## src/rtl/frame_buf_sched.sv

```systemverilog
// frame_buf_sched: triple-buffer frame scheduler handing DDR buffers to the write and read DMAs.
module frame_buf_sched #(
    parameter int ADDR_W = 32,
    parameter logic [ADDR_W-1:0] BASE_ADDR = '0,
    parameter logic [ADDR_W-1:0] FRAME_SIZE = ADDR_W'(32'h001C_2000),
    parameter int CNT_W = 16
) (
    input  logic              clk_i,
    input  logic              rst_i,
    input  logic              en_i,
    input  logic              wr_fs_i,
    input  logic              rd_fs_i,
    input  logic              wr_busy_i,
    output logic              wr_start_o,
    output logic [ADDR_W-1:0] wr_addr_o,
    output logic [1:0]        wr_idx_o,
    output logic              rd_start_o,
    output logic [ADDR_W-1:0] rd_addr_o,
    output logic [1:0]        rd_idx_o,
    output logic              frame_valid_o,
    output logic [CNT_W-1:0]  drop_cnt_o,
    output logic [CNT_W-1:0]  repeat_cnt_o
);
    typedef enum logic [1:0] {IDLE, WAIT_FIRST, RUN} state_t;

    function automatic logic [ADDR_W-1:0] addr_of(input logic [1:0] idx);
        return BASE_ADDR + ADDR_W'(idx) * FRAME_SIZE;
    endfunction

    state_t            r_state;
    logic [1:0]        r_wr_idx, r_rd_idx, r_latest;
    logic              r_fresh, r_fv, r_wr_active, r_wr_start, r_rd_start;
    logic [ADDR_W-1:0] r_wr_addr, r_rd_addr;
    logic [CNT_W-1:0]  r_drop, r_repeat;

    logic       w_run, w_wr_done, w_wr_drop, w_rd, w_rd_new;
    logic [1:0] w_wr_next, w_rd_src;

    assign w_run     = r_state == RUN && en_i;
    assign w_wr_done = w_run && wr_fs_i && !wr_busy_i && r_wr_active;
    assign w_wr_drop = w_run && wr_fs_i && wr_busy_i;
    // a same-cycle promotion is visible to the read before it is committed
    assign w_rd      = w_run && rd_fs_i && (r_fv || w_wr_done);
    assign w_rd_new  = r_fresh || w_wr_done;
    assign w_rd_src  = w_wr_done ? r_wr_idx : r_latest;
    assign w_wr_next = 2'd3 - r_wr_idx - r_rd_idx;

    always_ff @(posedge clk_i or posedge rst_i) begin
        if (rst_i) begin
            r_state     <= IDLE;
            r_wr_idx    <= 2'd0;
            r_rd_idx    <= 2'd1;
            r_latest    <= 2'd1;
            r_fresh     <= 1'b0;
            r_fv        <= 1'b0;
            r_wr_active <= 1'b0;
            r_wr_start  <= 1'b0;
            r_rd_start  <= 1'b0;
            r_wr_addr   <= addr_of(2'd0);
            r_rd_addr   <= addr_of(2'd1);
            r_drop      <= '0;
            r_repeat    <= '0;
        end else begin
            r_wr_start <= 1'b0;
            r_rd_start <= 1'b0;
            if (r_state == IDLE) begin
                if (en_i) r_state <= WAIT_FIRST;
            end else if (!en_i) begin
                r_state     <= IDLE;
                r_wr_idx    <= 2'd0;
                r_rd_idx    <= 2'd1;
                r_latest    <= 2'd1;
                r_fresh     <= 1'b0;
                r_fv        <= 1'b0;
                r_wr_active <= 1'b0;
                r_wr_addr   <= addr_of(2'd0);
                r_rd_addr   <= addr_of(2'd1);
            end else if (r_state == WAIT_FIRST) begin
                if (wr_fs_i) begin
                    r_wr_start  <= 1'b1;
                    r_wr_active <= 1'b1;
                    r_state     <= RUN;
                end
            end else begin
                if (w_wr_done) begin
                    r_latest   <= r_wr_idx;
                    r_fresh    <= 1'b1;
                    r_fv       <= 1'b1;
                    r_wr_idx   <= w_wr_next;
                    r_wr_addr  <= addr_of(w_wr_next);
                    r_wr_start <= 1'b1;
                end
                if (w_wr_drop) begin
                    r_wr_start <= 1'b1;
                    if (r_drop != '1) r_drop <= r_drop + CNT_W'(1);
                end
                if (w_rd) begin
                    r_rd_start <= 1'b1;
                    if (w_rd_new) begin
                        r_rd_idx  <= w_rd_src;
                        r_rd_addr <= addr_of(w_rd_src);
                        r_fresh   <= 1'b0;
                    end else if (r_repeat != '1) begin
                        r_repeat <= r_repeat + CNT_W'(1);
                    end
                end
            end
        end
    end

    assign wr_start_o    = r_wr_start;
    assign wr_addr_o     = r_wr_addr;
    assign wr_idx_o      = r_wr_idx;
    assign rd_start_o    = r_rd_start;
    assign rd_addr_o     = r_rd_addr;
    assign rd_idx_o      = r_rd_idx;
    assign frame_valid_o = r_fv;
    assign drop_cnt_o    = r_drop;
    assign repeat_cnt_o  = r_repeat;
endmodule

```

## config.mk

```make
export PLATFORM = sky130hd
export DESIGN_NAME = frame_buf_sched
export DESIGN_NICKNAME = d
export VERILOG_FILES = /design/src/rtl/frame_buf_sched.sv
export SDC_FILE = /design/constraint.sdc
export NUM_CORES = 1
export LEC_CHECK = 0
export ABC_AREA = 1
export BUFFER_PORTS_ARGS = -buffer_cell sky130_fd_sc_hd__buf_2
export CAP_MARGIN = 20
export CORE_UTILIZATION = 30
export CTS_CLUSTER_SIZE = 12
export DETAILED_ROUTE_END_ITERATION = 8
export PLACE_DENSITY = 0.48
export REMOVE_ABC_BUFFERS = 1
export SLEW_MARGIN = 20
export SYNTH_ARGS = -nofsm -noshare
export SYNTH_HDL_FRONTEND = slang
export SYNTH_SLANG_ARGS = --single-unit
```

## constraint.sdc

```tcl
create_clock -name clk_i -period 1.9 [get_ports clk_i]
set_input_delay 0.095 -clock clk_i [delete_from_list [all_inputs] [get_ports clk_i]]
set_output_delay 0.095 -clock clk_i [all_outputs]
set_load 0.005 [all_outputs]
```

==> results.yml <==
status:
  status: "complete, no violations"
floorplanning:
  fp.dieW_um: 109
  ios: 109
  die_height_um: 109
  rows: 38
  initial_utilization: 0.312
  core_area_um2: 11000
  die-area_um2: 11900
placement:
  hpwlAfterDp_um: 5530
  finalWeightedCongestion: 0.800
  port_buffers: 58
  preCtsSetupSlack_ns: 0.203
clock_tree:
  cts_sinks: 53
  cts_tree: "done"
  post_cts_resized: 0
  clk_latency_ns: 0.30
  cts_max_level: 2
  clk_pin_slew_worst_paths_ns: 0.07
  hold_buffers: 1
  cts_setup_buffers: 0
  clockBufferDepth: 2
  cts_root_buf: "clkbuf_16"
  numCtsBuffers: 5
timing:
  fmax_ghz: 0.595
  worst_pin_slew_ns: 0.501
  setup_tns_ns: 0
  relSlewSlack: 0.665
  worst_slack_ns: 0.220
  fin_crit_ns: 1.68
  slew_violations: 0
  min_period_over_period: 0.884
  rsz0062_at_grt: "false"
  setup_viol: 0
  fin_worst_skew_ns: 0.00579
  hold_violations: 0
worst_setup_path:
  worst_setup_path_end_kind: "flip-flop"
  cp-start-kind: "flip-flop"
  path_max_fanout: 17
  critPathKind: "flip-flop to flip-flop"
  reg2reg_depth: 9
  r2r_setup_slack_ns: 0.22
  crit_required_ns: 2.14
  worstPathArrival_ns: 1.92
yosys:
  synth_edf_count: 0
  synth_top_area_frac: 0.357
  syn_area_um2: 3430
  yosysWarnings: 0
  ys_seq_area_frac: 0.388
  yosysTopAreaCell: "dfrtp_1"
  yosysUniqueCellTypes: 34
  yosys_register_bits: 53
  postSynthAreaPerCell_um2: 7.75
  ys_dominant_reg_cell: "dfrtp_1"
  async_flop_share: 1.00
  syn_inst: 443
  synthTopCellsByArea: "dfrtp_1, nand2_1, buf_4"
  synth_most_common_cell: "nand2_1"
  synth_commonest_cells: "nand2_1, buf_4, dfrtp_1"
routing:
  routedWlPerCell_um: 11.0
  first_pass_iters: 4
  vias: 2779
  routed_wl_um: 7190
  ant_nets: 0
  drt-initial-drc-count: 86
  route.detailed.drc: 0
  via_per_inst: 4.27
global_routing:
  gr-total-overflow: 0
  antenna_found_initial: 0
  grt_pass1_vias: 2446
  grt_max_degree: 24
  grt_pass1_wl_um: 11900
  grt_usage: 0.127
power_and_ir_drop:
  ir_drop_mv: 0.362
  leakage_nw: 2.14
  p_per_area_nw_per_um2: 742
layout:
  antenna_cells: 0
  nNetsFinal: 525
  drive_gt1_frac: 0.198
  synthToLayoutAreaGrowth_pct: 14.1
  final_util: 0.357
worst_hold_path:
  holdCritPathClass: "input pin to flip-flop"
  min_path_cells: 2
job:
  drv_cap: 0
power breakdown:
group          total [mW]  switching (mW)  internal, mW
combinational       0.473           0.276         0.196
sequential           1.34          0.0962          1.25
clock                1.09           0.435         0.659
critical path: stages (launching register included):
cell and delay, ns:
dfrtp_1 0.39, ha_1 0.21, nand3_2 0.13, nor2_4 0.12, nand2_2 0.08, nor2_4 0.11
nand3_4 0.20, nand2_4 0.25, nand2_1 0.07, nand2_1 0.07
cells in the final DEF (no fill, tap or decap), drive strengths merged:
master and instances:
nand2 135, buf 73, conb 50, dfrtp 49, inv 44, nand3 41
nor2 31, o21ai 21, xnor2 14, xor2 10, ha 9, nand4 6
clkbuf 6, dfstp 4, a21oi 3, o22ai 3, nor3 3, nand3b 2
nor3b 2, or2 1, and3 1, clkinvlp 1, bufinv 1, dlygate4sd3 1
flip-flops by register name (all words and copies together), names as in the netlist:
| signal | cells |
|---|---|
| repeat_cnt_o | 16 |
| wr_start_o | 1 |
| r_wr_active | 1 |
| rd_addr_o | 5 |
| r_latest | 2 |
| frame_valid_o | 1 |
| drop_cnt_o | 16 |
| r_fresh | 1 |
| wr_addr_o | 5 |
| r_state | 2 |
| wr_idx_o | 1 |
| rd_start_o | 1 |
| rd_idx_o | 1 |
cell type report:
class | instances | area (um2)
clock buffer | 6 | 139
clock inverter | 2 | 37.5
fill | 1179 | 7070
inverter | 44 | 165
multi-input combinational | 332 | 1660
sequential | 53 | 1330
tap | 140 | 175
timing repair buffer | 74 | 413
per-layer routing:
layer  share of wire  wire length, um  global-route usage
met5               0                0                   0
met4           0.013               91              0.0434
met3           0.060              432              0.0167
met2            0.45             3270               0.203
met1            0.47             3400               0.174
through the flow:
step,instances,area (um2),power (mW),hold WS (ns)
after floorplan,429,3150,1.64,0.179
after global placement,642,3730,1.84,0.158
after detailed placement,642,3730,1.84,0.164
after CTS,651,3920,2.96,0.0150
after global routing,651,3920,3.07,0.0458
final,651,3920,2.91,0.0246
worst paths after layout:
path | to | start
min in group asynchronous | frame_valid_o | rst_i
max in group asynchronous | r_latest[0] | rst_i
hold / removal | r_state[0] | wr_fs_i
setup / recovery | repeat_cnt_o[13] | repeat_cnt_o[1]
setup reg to reg | repeat_cnt_o[13] | repeat_cnt_o[1]
hold reg to reg | rd_addr_o[19] | rd_addr_o[19]
cells by family (layout without fill, tap and decap cells):
| group | after synthesis | in the layout | share of synthesized area |
|---|---|---|---|
| other cells | 1 | 50 | 0.00109 |
| fa+ha+maj | 9 | 9 | 0.0328 |
| simple gates | 222 | 222 | 0.293 |
| compound gates | 27 | 27 | 0.0405 |
| flops | 53 | 53 | 0.388 |
| buf+inv | 107 | 126 | 0.183 |
| xor+xnor | 24 | 24 | 0.0612 |
Power figures use the tool's default switching activity.
